$ cat config.mk
export PLATFORM = sky130hd
export DESIGN_NAME = unified_mem_arbiter
export DESIGN_NICKNAME = d
export VERILOG_FILES = /design/src/rtl/unified_mem_arbiter_pkg.sv /design/src/rtl/mem_arb_grant.sv /design/src/rtl/unified_mem_arbiter.sv
export SDC_FILE = /design/constraint.sdc
export NUM_CORES = 1
export LEC_CHECK = 0
export ABC_AREA = 1
export ABC_CLOCK_PERIOD_IN_PS = 8100
export BUFFER_PORTS_ARGS = -buffer_cell sky130_fd_sc_hd__buf_2
export CORE_MARGIN = 3
export CORE_UTILIZATION = 40
export DETAILED_ROUTE_END_ITERATION = 10
export MAX_ROUTING_LAYER = met4
export PLACE_DENSITY_LB_ADDON = 0.15
export SYNTH_ARGS = -nofsm -noshare
export SYNTH_HDL_FRONTEND = slang
export SYNTH_SLANG_ARGS = --single-unit
$ cat constraint.sdc
create_clock -name clk -period 8.1 [get_ports clk]
set_clock_uncertainty 0.2 [all_clocks]
set_input_delay 1.215 -clock clk [delete_from_list [all_inputs] [get_ports clk]]
set_output_delay 1.215 -clock clk [all_outputs]
set_load 0.02 [all_outputs]
$ cat src/rtl/unified_mem_arbiter_pkg.sv
// Shared types for the unified memory arbiter: FSM states, grant owner, latency counter width.
package unified_mem_arbiter_pkg;

  typedef enum logic [1:0] {IDLE, WAIT, RESP} state_t;

  typedef enum logic {OWN_IF, OWN_DM} owner_t;

  localparam int LAT_W = 4;

endpackage

$ cat src/rtl/mem_arb_grant.sv
// Grant decision for the unified memory: data first, except when the fetch side has waited
// through STARVE_LIMIT consecutive data grants. Combinational grant, registered streak.
module mem_arb_grant #(
  parameter int STARVE_LIMIT = 4
) (
  input  logic clk,
  input  logic rst,
  input  logic arb_en,
  input  logic if_req,
  input  logic dm_req,
  output logic grant_if,
  output logic grant_dm
);
  import unified_mem_arbiter_pkg::*;

  localparam int SW = (STARVE_LIMIT < 1) ? 1 : $clog2(STARVE_LIMIT + 1);
  localparam logic [SW-1:0] LIMIT = SW'(STARVE_LIMIT);

  logic [SW-1:0] streak;
  logic          starve;

  always_comb begin
    starve   = (STARVE_LIMIT != 0) && (streak == LIMIT) && if_req;
    grant_dm = arb_en && dm_req && !starve;
    grant_if = arb_en && if_req && !grant_dm;
  end

  // Streak only counts data grants that actually made a fetch wait.
  always_ff @(posedge clk or posedge rst) begin
    if (rst) begin
      streak <= '0;
    end else if (grant_if) begin
      streak <= '0;
    end else if (grant_dm) begin
      if (!if_req)
        streak <= '0;
      else if (streak != LIMIT)
        streak <= streak + 1'b1;
    end
  end

endmodule

$ cat src/rtl/unified_mem_arbiter.sv
// Shares one single-port memory between instruction fetch and load/store, one access per
// MEM_LAT+3 cycles; requesters see stall until their one-cycle valid pulse.
module unified_mem_arbiter #(
  parameter int ADDR_W       = 32,
  parameter int DATA_W       = 32,
  parameter int MEM_LAT      = 1,
  parameter int STARVE_LIMIT = 4
) (
  input  logic              clk,
  input  logic              rst,
  input  logic              if_req,
  input  logic [ADDR_W-1:0] if_addr,
  output logic [DATA_W-1:0] if_rdata,
  output logic              if_valid,
  output logic              if_stall,
  input  logic              dm_req,
  input  logic              dm_we,
  input  logic [ADDR_W-1:0] dm_addr,
  input  logic [DATA_W-1:0] dm_wdata,
  output logic [DATA_W-1:0] dm_rdata,
  output logic              dm_valid,
  output logic              dm_stall,
  output logic              mem_en,
  output logic              mem_we,
  output logic [ADDR_W-1:0] mem_addr,
  output logic [DATA_W-1:0] mem_wdata,
  input  logic [DATA_W-1:0] mem_rdata
);
  import unified_mem_arbiter_pkg::*;

  state_t           state;
  owner_t           owner;
  logic [LAT_W-1:0] lat_cnt;
  logic             arb_en;
  logic             grant_if;
  logic             grant_dm;

  assign arb_en   = (state == IDLE);
  assign if_stall = if_req & ~if_valid;
  assign dm_stall = dm_req & ~dm_valid;

  mem_arb_grant #(
    .STARVE_LIMIT(STARVE_LIMIT)
  ) u_grant (
    .clk      (clk),
    .rst      (rst),
    .arb_en   (arb_en),
    .if_req   (if_req),
    .dm_req   (dm_req),
    .grant_if (grant_if),
    .grant_dm (grant_dm)
  );

  always_ff @(posedge clk or posedge rst) begin
    if (rst) begin
      state     <= IDLE;
      owner     <= OWN_IF;
      lat_cnt   <= '0;
      mem_en    <= 1'b0;
      mem_we    <= 1'b0;
      mem_addr  <= '0;
      mem_wdata <= '0;
      if_rdata  <= '0;
      dm_rdata  <= '0;
      if_valid  <= 1'b0;
      dm_valid  <= 1'b0;
    end else begin
      mem_en   <= 1'b0;
      if_valid <= 1'b0;
      dm_valid <= 1'b0;
      case (state)
        IDLE: begin
          if (grant_dm) begin
            state     <= WAIT;
            owner     <= OWN_DM;
            mem_en    <= 1'b1;
            mem_we    <= dm_we;
            mem_addr  <= dm_addr;
            mem_wdata <= dm_wdata;
            lat_cnt   <= LAT_W'(MEM_LAT);
          end else if (grant_if) begin
            state     <= WAIT;
            owner     <= OWN_IF;
            mem_en    <= 1'b1;
            mem_we    <= 1'b0;
            mem_addr  <= if_addr;
            mem_wdata <= '0;
            lat_cnt   <= LAT_W'(MEM_LAT);
          end
        end
        WAIT: begin
          // Counter reaches zero in the cycle mem_rdata is valid.
          if (lat_cnt == '0) begin
            state <= RESP;
            if (owner == OWN_DM) begin
              dm_valid <= 1'b1;
              if (!mem_we)
                dm_rdata <= mem_rdata;
            end else begin
              if_valid <= 1'b1;
              if_rdata <= mem_rdata;
            end
          end else begin
            lat_cnt <= lat_cnt - 1'b1;
          end
        end
        RESP:    state <= IDLE;
        default: state <= IDLE;
      endcase
    end
  end

endmodule

Word-level counts from Yosys, hierarchy flattened
Index checks and enable logic that the tools add are counted.
{ "word_totals": {"regBits": 142, "latch_bits": 0, "ram_bits": 0, "romBits": 0, "input_bits": 133, "output_inout_bits": 134, "wordCells": 72, "memories": 0} }
{ "classes": {"addsub": 2, "mul": 0, "div": 0, "magnitude_cmp": 0, "n_eq_ne": 7, "n_shift": 0, "muxes": 28, "bitwise": 6, "n_reduce_logical": 17} }
{ "ops": {"columns": ["op", "n"], "rows": [
  ["$mux 32", 4],
  ["$mux 1", 12],
  ["$mux 3", 4],
  ["$mux 4", 3],
  ["$pmux 4 s2", 1],
  ["$mux 2", 3],
  ["$ne 3x3->1 const B", 2],
  ["$reduce_and 2->1", 3],
  ["$reduce_and 3->1", 2],
  ["$logic_and 1x1->1", 5],
  ["$logic_not 4->1", 1],
  ["$ne 2x2->1 const B", 2],
  ["$not 1->1", 4],
  ["$pmux 2 s2", 1],
  ["$reduce_and 4->1", 1],
  ["$reduce_bool 2->1", 2],
  ["$sub 4x1->4 const B", 1],
  ["$add 3x1->3 const B", 1],
  ["$eq 3x3->1 const B", 1],
  ["$ne 3x1->1 const B", 1],
  ["$and 1x1->1", 2],
  ["$eq 2x1->1 const B", 1],
  ["$logic_not 1->1", 2],
  ["$logic_not 2->1", 1]
]} }

Longest topological paths before layout
{ "depth": {"ltp_word": 9, "ltp_mapped": 9, "ltp_nobuf": 7} }

Hierarchy
From an unflattened synthesis, not the netlist that was laid out.
{ "unflattened": {"cells_unflattened": 760, "area_unflattened_um2": 6259.8} }
{ "by_module_without_submodules": {"columns": ["module", "n_inst", "cells_each", "area_per_inst_um2", "seq_area_each_um2"], "rows": [
  ["unified_mem_arbiter", 1, 729, 6045.8, 3478.3],
  ["mem_arb_grant", 1, 31, 214.0, 75.1]
]} }

Least setup slack after synthesis
OpenSTA, ideal clock, no wires.
{ "synth_timing": {"path_kind": "input to output", "startpoint": "input port if_req", "endpoint": "output port if_stall", "t_arrival_ns": 1.701, "t_required_ns": 6.685, "path_slack_ns": 4.984, "cell_stages": 3, "path_buffers": 1, "path_cell_list": "buf_2 inv_1 nor2_1"} }
{ "synth_between": {"elab_chain_len": 1} }
{ "synth_rtl": {"columns": ["element", "line", "rtl"], "rows": [
  ["start, declared", "unified_mem_arbiter.sv:11", "input logic if_req,"],
  ["$and 1x1->1", "unified_mem_arbiter.sv:39", "assign if_stall = if_req & ~if_valid;"],
  ["end, declared", "unified_mem_arbiter.sv:15", "output logic if_stall,"]
]} }
No other way between the ends.

Final worst setup path
{ "layout_timing": {"startpoint": "input port if_req", "endpoint": "register mem_addr[5]"} }
{ "layout_between": {"elab_chain_len": 7, "word_cells_on_any_way": 9, "cone_classes": "mux (1); reduce/logical (8)"} }
{ "layout_rtl": {"columns": ["element", "line", "rtl"], "rows": [
  ["$logic_and 1x1->1", "mem_arb_grant.sv:23", "starve = (STARVE_LIMIT != 0) && (streak == LIMIT) && if_req;"],
  ["$logic_not 1->1", "mem_arb_grant.sv:24", "grant_dm = arb_en && dm_req && !starve;"],
  ["$logic_and 1x1->1", "mem_arb_grant.sv:24", null],
  ["$logic_not 1->1", "mem_arb_grant.sv:25", "grant_if = arb_en && if_req && !grant_dm;"],
  ["$logic_and 1x1->1", "mem_arb_grant.sv:25", null],
  ["$reduce_bool 2->1 (no source line)", null, null],
  ["$reduce_and 2->1 (no source line)", null, null],
  ["end signal, assigned", "unified_mem_arbiter.sv:78", "mem_addr <= dm_addr;"],
  ["end signal, assigned", "unified_mem_arbiter.sv:86", "mem_addr <= if_addr;"],
  ["end, declared", "unified_mem_arbiter.sv:25", "output logic [ADDR_W-1:0] mem_addr,"]
]} }
Several ways; a longest one is shown, not always the timed one.
A chain may end at the register's enable or synchronous reset.

==> flow_summary_export.csv <==
group,metric,value,unit
run_status,status,"complete, no violations",
routing,vias,5118,
place,hpwl,11130,µm
clock_network,cts_buffer_depth,2,
floorplanning,coreArea,14040,µm²
global_route,grt_max_degree,77,
synthesis,synth_compound_area_share,7.600,%
global_route,grtUsageTotal,20.22,%
synthesis,yosysWarnings,0,
sta,finalSetupTns,0,ns
place,gp_congestion,0.9131,
synthesis,ys_seq_area_share,60.97,%
sta,fmax,0.3024,GHz
global_route,grt_pass1_vias,5099,
floorplanning,rows,43,
cells_and_area,final_common_cell,"buf_2",
synthesis,ys_types,23,
routing,drt_iter0_markers,285,
critical_path,start_kind,"primary input",
synthesis,synth.area.top_cells,"dfrtp_1 (61%), nand2_1 (16%), nand3_1 (6.2%)",
cells_and_area,drive_above_1_share,37.19,%
cells_and_area,mostFrequentLayoutCells,"buf_2 (266), nand2_1 (244), dfrtp_1 (142), nand3_1 (72), inv_1 (44)",
place,dp.cells,1046,
routing,firstDrtPassIters,5,
clock_network,clk_latency,0.40,ns
synthesis,synth_xor_xnor_area_share,0.3006,%
critical_path,path_max_fanout,68,
power_and_ir_drop,peakVddDrop,224.0,µV
critical_path,arrival,3.44,ns
critical_path,cp.required,8.24,ns
clock_network,cts.clk_slew.worst_paths,0.06,ns
routing,wl_per_cell,14.54,µm
cells_and_area,multi_input_area,1886,µm²
min_path,min_path_type,"reg2reg",
power_and_ir_drop,cellPowerDensity,464.5,nW/µm²
cells_and_area,regArea,3553,µm²
floorplanning,fp.dieW,126.7,µm
routing,final_antenna_net_count,0,
cells_and_area,syn_to_final_growth,36.26,%
synthesis,synth_top_area_share,60.97,%
sta,setup_viol,0,
synthesis,synth_mux_area_share,0,%
place,io_buffers,266,
cells_and_area,nFillCells,1275,
floorplanning,ioPinCount,267,
critical_path,critPathCaptureType,"flop",
flow_run,maxCapViolCount,0,
global_route,antenna_found_initial,0,
synthesis,synthSimpleGateAreaFrac,23.59,%
clock_network,post_cts_buffers,0,
synthesis,syn_nets,768,
clock_network,cts_root_buffer,"clkbuf_16",
global_route,grt_pass1_wl,25110,µm
cells_and_area,n_antenna_cell,0,
floorplanning,die-area,16050,µm²
synthesis,synthCells,631,
cells_and_area,layout.nets,1022,
clock_network,clock-sinks,142,
routing,vias_per_cell,4.748,
synthesis,synth_fa_ha_area_share,0.8587,%
sta,fin_crit_sh,40.82,%
synthesis,synth.avg_cell_area,9.236,µm²
clock_network,cts.htree.levels,4,
cells_and_area,final_cells,1078,
sta,rsz0062_at_grt,"no",
synthesis,netlist_area,5828,µm²
synthesis,ys_ff_latch,142,
floorplanning,die_y,126.7,µm
routing,drc_errors,0,
critical_path,path_class,"in2reg",
sta,slew_viol_final,0,
sta,slew_headroom,26.16,%
routing,routed_wl,15680,µm
clock_network,cts_tree,"done",
synthesis,synth_top_family_by_area,"simple AND/OR/NAND/NOR gates",
synthesis,yosys.area.top_type,"dfrtp_1",
clock_network,cts_made_buffers,17,
clock_network,post_cts_resized,0,
clock_network,cts_hold_buf,0,
sta,tightest_slew,1.106,ns
sta,post-route-min-period,3.307,ns
floorplanning,initial_core_util,41.50,%
global_route,overflow,0,
sta,hold_viol_final,0,
power_and_ir_drop,p_leak,4.513,nW
[metal layers]
layer | part of all wire (%) | global-route usage [%] | vias to the layer above | routed length (µm)
li1 | - | - | 2494 | -
met1 | 41 | 24.99 | 2388 | 6487
met2 | 49 | 31.60 | 216 | 7684
met3 | 7.8 | 5.811 | 20 | 1225
met4 | 1.8 | 7.886 | 0 | 279
met5 | 0 | - | - | 0
[kinds of logic (layout without fill, tap and decap cells)]
kind of cell	Yosys count	in the layout
buffers and inverters	82	349
flip-flops	142	142
XOR/XNOR	2	2
AND/OR/NAND/NOR	333	333
AO/OA/AOI/OAI	68	68
adder cells (fa/ha/maj)	4	4
[worst paths after layout]
kind | startpoint | to | slack [ns] | cells after the start
max in group asynchronous | rst | dm_rdata[15] | 5.66 | 3
worst min-delay path | mem_wdata[6] | mem_wdata[6] | 0.26 | 2
worst max register to register | u_grant.streak[0] | mem_addr[5] | 5.17 | 7
worst max-delay path | if_req | mem_addr[5] | 4.79 | 6
min in group asynchronous | rst | if_rdata[9] | 0.70 | 2
worst min register to register | mem_wdata[6] | mem_wdata[6] | 0.26 | 2
[stage by stage]
stage          hold WS [ns]  power (mW)  instance area (µm²)  util (%)  setup slack, ns
3_5_place_dp         0.2533       2.761                 7203     51.30            4.357
4_1_cts              0.2674       3.736                 7941     56.55            4.779
3_3_place_gp         0.2507       2.711                 7203     51.30            4.426
5_1_grt              0.2892       3.942                 7941     56.55            4.535
6_report             0.2645       3.688                 7941     56.55            4.793
2_1_floorplan        0.2909       2.250                 5828         -            2.875
[sequential cells by signal, indices dropped and copies added, names as in the netlist, 2 cells and up]
name            count
state               2
if_rdata           32
dm_rdata           32
lat_cnt             4
mem_addr           32
mem_wdata          32
u_grant.streak      3
[worst max-delay path, stage by stage]
cell	delay, ns
buf_2	0.15
nand3_1	0.11
nand3_2	0.55
inv_2	1.08
nand2_1	0.14
nand3_1	0.15
[layout make-up]
class                      instances  area share, %
clock buffer                      22          6.097
clock inverter                    10          3.198
inverter                          48          2.332
multi-input combinational        407          23.74
sequential                       142          44.75
tap                              180          2.836
timing repair buffer             269          17.05
[synth_stat cells]
cell,count
buf_2,18
buf_4,3
buf_6,6
clkbuf_1,5
clkbuf_2,2
dfrtp_1,142
ha_1,4
inv_1,45
inv_2,3
nand2_1,244
nand2_2,2
nand2_4,1
nand3_1,72
nand3_2,1
nor2_1,10
nor2_4,2
nor3_1,1
o211ai_4,1
o21ai_0,31
o21ai_1,13
o21ai_2,23
xnor2_1,1
xor2_1,1
[power breakdown]
group	switching, mW	internal, mW
Sequential	0.180	1.05
Clock	0.283	0.673
Combinational	1.02	0.481
Note: power is estimated with default switching activity, not from simulation.
